`src/rtl/alu_exec_unit.sv`:
```
`default_nettype none
// ============================================================================
// Module   : alu_exec_unit
// Purpose  : EX-stage ALU. ADD/SUB/AND/OR/XOR complete in one cycle.
//            SLL/SRL (and SRA when ALU_SRA_EN is defined) shift 1 bit per
//            cycle. Valid/ready handshake on both request and result.
// Config   : ALU_SRA_EN defined   -> alu_control 111 = arithmetic right shift
//            ALU_SRA_EN undefined -> alu_control 111 = illegal
// Ports    : clk, rst_n (async, active-low)
//            in_valid/in_ready, alu_control[2:0], op_a, op_b  (request)
//            out_valid/out_ready, result, zero, illegal       (response)
// Revision : 1.0 - initial release
// ============================================================================
module alu_exec_unit #(
   parameter int XLEN    = 32,
   parameter int SHAMT_W = $clog2(XLEN)
) (
   input  logic            clk,
   input  logic            rst_n,
   input  logic            in_valid,
   output logic            in_ready,
   input  logic [2:0]      alu_control,
   input  logic [XLEN-1:0] op_a,
   input  logic [XLEN-1:0] op_b,
   output logic            out_valid,
   input  logic            out_ready,
   output logic [XLEN-1:0] result,
   output logic            zero,
   output logic            illegal
);

   localparam logic [2:0] OP_ADD = 3'b000;
   localparam logic [2:0] OP_SUB = 3'b001;
   localparam logic [2:0] OP_AND = 3'b010;
   localparam logic [2:0] OP_OR  = 3'b011;
   localparam logic [2:0] OP_XOR = 3'b100;
   localparam logic [2:0] OP_SRL = 3'b101;
   localparam logic [2:0] OP_SLL = 3'b110;
   localparam logic [2:0] OP_SRA = 3'b111;

   localparam logic [1:0] K_SLL = 2'd0;
   localparam logic [1:0] K_SRL = 2'd1;
   localparam logic [1:0] K_SRA = 2'd2;

   typedef enum logic [1:0] {
      S_IDLE  = 2'd0,
      S_SHIFT = 2'd1,
      S_DONE  = 2'd2
   } state_t;

   state_t               state;
   logic [SHAMT_W-1:0]   cnt;
   logic [1:0]           kind;

   // Decode of the request as presented in the accept cycle.
   logic [XLEN-1:0]      acc_result;
   logic                 acc_shift;
   logic [1:0]           acc_kind;
   logic                 acc_bad;
   logic [SHAMT_W-1:0]   shamt;

   // One-bit step of the working register (result doubles as the shifter).
   logic [XLEN-1:0]      shifted;

   assign shamt = op_b[SHAMT_W-1:0];

   always_comb begin
      acc_result = '0;
      acc_shift  = 1'b0;
      acc_kind   = K_SLL;
      acc_bad    = 1'b0;
      // X/Z codes match no item in 4-state simulation and land in default.
      case (alu_control)
         OP_ADD: acc_result = op_a + op_b;
         OP_SUB: acc_result = op_a - op_b;
         OP_AND: acc_result = op_a & op_b;
         OP_OR:  acc_result = op_a | op_b;
         OP_XOR: acc_result = op_a ^ op_b;
         OP_SRL: begin
            acc_result = op_a;
            acc_shift  = 1'b1;
            acc_kind   = K_SRL;
         end
         OP_SLL: begin
            acc_result = op_a;
            acc_shift  = 1'b1;
            acc_kind   = K_SLL;
         end
         OP_SRA: begin
`ifdef ALU_SRA_EN
            acc_result = op_a;
            acc_shift  = 1'b1;
            acc_kind   = K_SRA;
`else
            acc_bad    = 1'b1;
`endif
         end
         default: acc_bad = 1'b1;
      endcase
   end

   always_comb begin
      case (kind)
         K_SLL:   shifted = {result[XLEN-2:0], 1'b0};
         K_SRL:   shifted = {1'b0, result[XLEN-1:1]};
         default: shifted = {result[XLEN-1], result[XLEN-1:1]};
      endcase
   end

   always_ff @(posedge clk or negedge rst_n) begin
      if (!rst_n) begin
         state     <= S_IDLE;
         in_ready  <= 1'b1;
         out_valid <= 1'b0;
         result    <= '0;
         zero      <= 1'b0;
         illegal   <= 1'b0;
         cnt       <= '0;
         kind      <= K_SLL;
      end else begin
         case (state)
            S_IDLE: begin
               if (in_valid) begin
                  result   <= acc_result;
                  illegal  <= acc_bad;
                  kind     <= acc_kind;
                  cnt      <= shamt;
                  in_ready <= 1'b0;
                  // A zero shift amount needs no iteration: finish now.
                  if (acc_shift && (shamt != '0)) begin
                     state <= S_SHIFT;
                  end else begin
                     state     <= S_DONE;
                     out_valid <= 1'b1;
                     zero      <= ~|acc_result;
                  end
               end
            end
            S_SHIFT: begin
               result <= shifted;
               cnt    <= cnt - SHAMT_W'(1);
               if (cnt == SHAMT_W'(1)) begin
                  state     <= S_DONE;
                  out_valid <= 1'b1;
                  zero      <= ~|shifted;
               end
            end
            S_DONE: begin
               // in_ready rises only once back in IDLE, so no accept can
               // coincide with the result handshake.
               if (out_ready) begin
                  state     <= S_IDLE;
                  out_valid <= 1'b0;
                  in_ready  <= 1'b1;
               end
            end
            default: begin
               state     <= S_IDLE;
               in_ready  <= 1'b1;
               out_valid <= 1'b0;
            end
         endcase
      end
   end

endmodule
`default_nettype wire
```
`config.mk`:
```
export PLATFORM = sky130hd
export DESIGN_NAME = alu_exec_unit
export DESIGN_NICKNAME = d
export VERILOG_FILES = /design/src/rtl/alu_exec_unit.sv
export SDC_FILE = /design/constraint.sdc
export NUM_CORES = 1
export LEC_CHECK = 0
export ABC_AREA = 1
export CAP_MARGIN = 20
export CORE_MARGIN = 3
export CORE_UTILIZATION = 58
export DETAILED_ROUTE_END_ITERATION = 8
export HOLD_SLACK_MARGIN = 0.12
export PLACE_DENSITY_LB_ADDON = 0.15
export REMOVE_ABC_BUFFERS = 1
export SETUP_SLACK_MARGIN = 0.3
export SLEW_MARGIN = 20
export SYNTH_ARGS = -nofsm -noshare
export SYNTH_HDL_FRONTEND = slang
export SYNTH_SLANG_ARGS = --single-unit
```
`constraint.sdc`:
```
create_clock -name clk -period 2 [get_ports clk]
set_input_delay 0.4 -clock clk [delete_from_list [all_inputs] [get_ports clk]]
set_output_delay 0.4 -clock clk [all_outputs]
set_load 0.02 [all_outputs]
```
==> impl_summary.log, run 1 <==
INFO  metric ios = 107
INFO  metric synth_fa_ha_area_frac = 0.161
INFO  metric placed_cells_incl_taps = 1,830
INFO  metric rows = 41
INFO  metric yosys-mux-area-fraction = 0
INFO  metric initial_utilization = 0.605
INFO  metric compound_cell_area_share_of_the_yosys_netlist = 0.165
INFO  metric synth_xor_area_frac = 0.0337
INFO  metric synth_top_family_by_area = simple AND/OR/NAND/NOR gates
INFO  metric clock-root-buffer = sky130_fd_sc_hd__clkbuf_16
INFO  metric lastStage = 4_1_cts
INFO  metric post_cts.resized_instances = 373
INFO  metric ys.warnings.count = 0
INFO  metric finalWeightedCongestion = 1.19
INFO  metric post-dp-hpwl = 24.2 mm
INFO  metric syn-instance-count = 1,320
INFO  metric synth_seq_area_share = 0.141
INFO  metric synth.ff_latch_count = 44
INFO  metric status = did not finish
INFO  metric clock-sinks = 44
INFO  metric syn_area_per_cell = 5.91 sq um
INFO  metric floorplan.die.height = 122 um
INFO  metric post_synthesis_cell_area = 7790 sq um
INFO  metric yosysUniqueCellTypes = 47
INFO  metric cts_buffer_depth = 2
INFO  metric ctsHtreeMaxLevel = 2
INFO  metric cts_setup_buffers = 51
INFO  metric clock_buffer_count_from_cts = 5
INFO  metric chipWidth = 122 um
INFO  metric cts-hold-fix-buffers = 1
INFO  metric yosys.area_share.simple = 0.351
INFO  metric stop_error = [ERROR DPL-0033] detailed placement checks failed during check placement.
INFO  metric pre_cts_ws = -2.80 ns
INFO  metric port_buffers = 106
[cell usage after synthesis (all sizes together)]
master	instances	area [sq um]
clkbuf	19	71.3
o21ai	106	538
a21o	1	7.51
a21oi	45	233
clkinv	1	3.75
o2111ai	2	17.5
buf	15	124
nor3	17	90.1
nand3	81	428
o211ai	15	113
nand2	387	1470
dfrtp	43	1080
or2	5	31.3
a41oi	2	17.5
dfstp	1	26.3
nor4	6	37.5
o31ai	1	7.51
o22ai	1	6.26
fa	1	20.0
a22o	1	8.76
nand4	21	131
and2	2	12.5
a221o	1	10.0
nor2	113	432
a31oi	4	25.0
ha	99	1240
a211oi	4	30.0
inv	253	950
xor2	30	263
a221oi	12	130
nand3b	14	105
o21bai	2	15.0
o221ai	15	131
[kinds of logic after synthesis]
group	count (synthesis)
buffers and inverters	288
flip-flops	44
adder cells (fa/ha/maj)	100
AND/OR/NAND/NOR	646
XOR/XNOR	30
AO/OA/AOI/OAI	212
[per-stage QoR]
| stage | utilization | hold WS (ns) | area (sq um) |
|---|---|---|---|
| 2_1_floorplan | - | 0.104 | 7600 |
| 3_3_place_gp | 0.849 | 0.266 | 10900 |
| 3_5_place_dp | 0.849 | 0.275 | 10900 |
==> run 2: changes to the inputs <==
CORE_UTILIZATION = 40   (was 58)
HOLD_SLACK_MARGIN = not set   (was 0.12)
SETUP_SLACK_MARGIN = not set   (was 0.3)
==> impl_summary.log, run 2 <==
INFO  metric placed_cells_incl_taps = 1,970
INFO  metric timing.setup.tns = -35.62 ns
INFO  metric finalSetupViolCount = 32
INFO  metric route.detailed.drc = 0
INFO  metric finalWeightedCongestion = 0.977
INFO  metric reg_to_reg_critical_path_endpoint = zero
INFO  metric rr_worst_depth = 9
INFO  metric fill_cells = 1,442
INFO  metric timing_worst_setup_path_type = primary input to register
INFO  metric chipWidth = 146 um
INFO  metric clock_latency = 0.29 ns
INFO  metric fmax = 0.270 GHz
INFO  metric cp_slowest_stage_delay = 0.44 ns
INFO  metric clock-sinks = 44
INFO  metric r2r_startpoint = state[0]
INFO  metric wire_per_inst = 17.2 um
INFO  metric grt_pass1_wl = 52.4 mm
INFO  metric ys.warnings.count = 0
INFO  metric globalRouteTotalUtil = 0.302
INFO  metric finalNetCount = 1,951
INFO  metric finish.utilization = 0.759
INFO  metric ys.flop_type = sky130_fd_sc_hd__dfrtp_1
INFO  metric endpoint_kind = register
INFO  metric postLayoutSetupSlackWorst = -1.71 ns
INFO  metric peak_fanout_along_the_critical_path = 4
INFO  metric flip_flop_count_of_the_largest_register_after_layout = 32
INFO  metric fp.coreArea = 18,900 sq um
INFO  metric synth.most_common_cell = sky130_fd_sc_hd__nand2_1
INFO  metric initial_utilization = 0.413
INFO  metric violations = setup timing
INFO  metric synth_fa_ha_area_frac = 0.161
INFO  metric remaining_number_of_nets_flagged_by_the_antenna_check_after_routing = 0
INFO  metric r2r_slack = 0.11 ns
INFO  metric ctsHtreeMaxLevel = 2
INFO  metric drt_first_pass_iters = 5
INFO  metric register_with_the_most_flip_flops = result
INFO  metric cts_buffer_depth = 2
INFO  metric diodes = 0
INFO  metric max_cap_violations = 0
INFO  metric yosysUniqueCellTypes = 47
INFO  metric post_synthesis_cell_area = 7790 sq um
INFO  metric relSlewSlack = 0.621
INFO  metric synthToLayoutAreaGrowth = 83.9%
INFO  metric globalRoute.totalOverflow = 0
INFO  metric drt-initial-drc-count = 650
INFO  metric clkSlewWorstSetupHoldPaths = 0.06 ns
INFO  metric max-vdd-ir-drop = 0.000488 V
INFO  metric synth_top_family_by_area = simple AND/OR/NAND/NOR gates
INFO  metric yosys-mux-area-fraction = 0
INFO  metric path_common_cell = sky130_fd_sc_hd__buf_4
INFO  metric synth_xor_area_frac = 0.0337
INFO  metric yosysTopAreaCellShare = 0.185
INFO  metric detail_route.vias_per_cell = 5.26
INFO  metric tritoncts_clock_tree = built
INFO  metric most-common-layout-cells = sky130_fd_sc_hd__buf_4 (311), sky130_fd_sc_hd__nand2_1 (247), sky130_fd_sc_hd__inv_1 (206)
INFO  metric final_cells = 2,041
INFO  metric ios = 107
INFO  metric worst-endpoint-arrival = 3.92 ns
INFO  metric power.density_cell_area = 693 nW/um^2
INFO  metric min_period_over_period = 1.85
INFO  metric post-synth-top-area-cell = sky130_fd_sc_hd__nand2_1
INFO  metric floorplan.die.height = 146 um
INFO  metric worst_setup_path_start_kind = primary input
INFO  metric finalWorstPathRequiredPeriod = 3.71 ns
INFO  metric drive_gt1_frac = 0.447
INFO  metric compound_cell_area_share_of_the_yosys_netlist = 0.165
INFO  metric rows = 50
INFO  metric die_area = 21,200 sq um
INFO  metric status = complete, but fails checks
INFO  metric synth_seq_area_share = 0.141
INFO  metric layout.cells.most_common = sky130_fd_sc_hd__buf_4
INFO  metric grt_start_max_net_pins = 45
INFO  metric number_of_antenna_violations_at_the_first_check_in_global_routing = 0
INFO  metric rsz0062_at_grt = true
INFO  metric cts-hold-fix-buffers = 0
INFO  metric pre_cts_ws = -2.88 ns
INFO  metric hold_class = primary input to asynchronous set/reset pin
INFO  metric post-dp-hpwl = 26.2 mm
INFO  metric synth.ff_latch_count = 44
INFO  metric cp_slowest_cell = sky130_fd_sc_hd__clkdlybuf4s50_1
INFO  metric clock-root-buffer = sky130_fd_sc_hd__clkbuf_16
INFO  metric yosys.area_share.simple = 0.351
INFO  metric clock_buffer_count_from_cts = 5
INFO  metric finalHoldViolCount = 0
INFO  metric largest_registers = result (32), cnt (5), state (2)
INFO  metric synth-edff-count = 0
INFO  metric worst-slew-pin-transition = 0.568 ns
INFO  metric synth_top_cells_by_count = sky130_fd_sc_hd__nand2_1 (384), sky130_fd_sc_hd__inv_1 (246), sky130_fd_sc_hd__nor2_1 (110)
INFO  metric fin_worst_hold_slack = 0.182 ns
INFO  metric maxSlewViolCount = 0
INFO  metric worst_ep_required_time = 2.21 ns
INFO  metric drt_wl_total = 35.1 mm
INFO  metric final.setup_skew = 0.00606 ns
INFO  metric power.leakage = 0.00712 uW
INFO  metric port_buffers = 106
INFO  metric yosys-top-cells-area = sky130_fd_sc_hd__nand2_1 (18%), sky130_fd_sc_hd__ha_1 (16%), sky130_fd_sc_hd__dfrtp_1 (14%)
INFO  metric route.vias.total = 10,700
INFO  metric syn_area_per_cell = 5.91 sq um
INFO  metric syn-instance-count = 1,320
INFO  metric grt_pass1_vias = 10,300
INFO  metric async_reset_ff_frac = 1.00
[run 2: cell counts after synthesis]
No cell type changed its count.
[run 2: layout make-up]
type | count | area, sq um | area share
multi-input cells | 988 | 7460 | 0.521
repair buffers | 487 | 4310 | 0.301
flip-flops and latches | 44 | 1100 | 0.0769
inverters | 254 | 987 | 0.0689
clock buffers | 6 | 139 | 0.00969
clock inverters | 2 | 10.0 | 0.000698
well taps | 260 | 325 | 0.0227
[run 2: critical path: cells and delay by family]
family / cells / cell delay, ns
XOR/XNOR: 1 / 0.15
AND/OR/NAND/NOR: 13 / 1.38
adder cells (fa/ha/maj): 1 / 0.31
buffers and inverters: 9 / 1.41
AO/OA/AOI/OAI: 2 / 0.25
[run 2: how the worst max path moves through the flow]
stage	slack, ns	start	cells after the start	endpoint
3_3_place_gp	-2.71	op_b[0]	26	zero
3_5_place_dp	-2.88	op_b[0]	28	zero
5_1_grt	-1.93	op_b[0]	29	zero
6_report	-1.71	op_b[10]	26	result[28]
2_1_floorplan	-1.36	op_b[0]	27	zero
4_1_cts	-1.84	op_b[1]	28	zero
[run 2: routing by layer]
| metal | track usage | up-vias | share of wire |
|---|---|---|---|
| li1 | - | 5181 | - |
| met1 | 0.391 | 5097 | 0.42 |
| met2 | 0.534 | 383 | 0.49 |
| met3 | 0.0237 | 75 | 0.054 |
| met4 | 0.0921 | 0 | 0.037 |
| met5 | 0 | - | 0 |
[run 2: cell families after synthesis]
| logic type | Yosys count |
|---|---|
| fa+ha+maj | 100 |
| compound gates | 212 |
| simple gates | 646 |
| xor+xnor | 30 |
| buf+inv | 288 |
| flops | 44 |
[run 2: timing repair]
item	4_1_cts	5_1_grt
setup endpoints to repair	34	32
resized for setup	340	289
buffers inserted	45	34
cloned	2	0
pin swaps	116	151
[run 2: report_power, final]
group / leakage (uW) / switching, uW / internal (uW)
logic: 0.00650 / 4150 / 3240
registers: 0.000549 / 374 / 1330
clock network: 0.0000766 / 348 / 493
[run 2: metrics by stage]
step,power (uW),instance area (sq um)
3_5_place_dp,7620,11500
5_1_grt,10600,14300
2_1_floorplan,4700,7600
4_1_cts,9110,13000
3_3_place_gp,7580,11500
6_report,9940,14300
(Power assumes the default switching activity.)
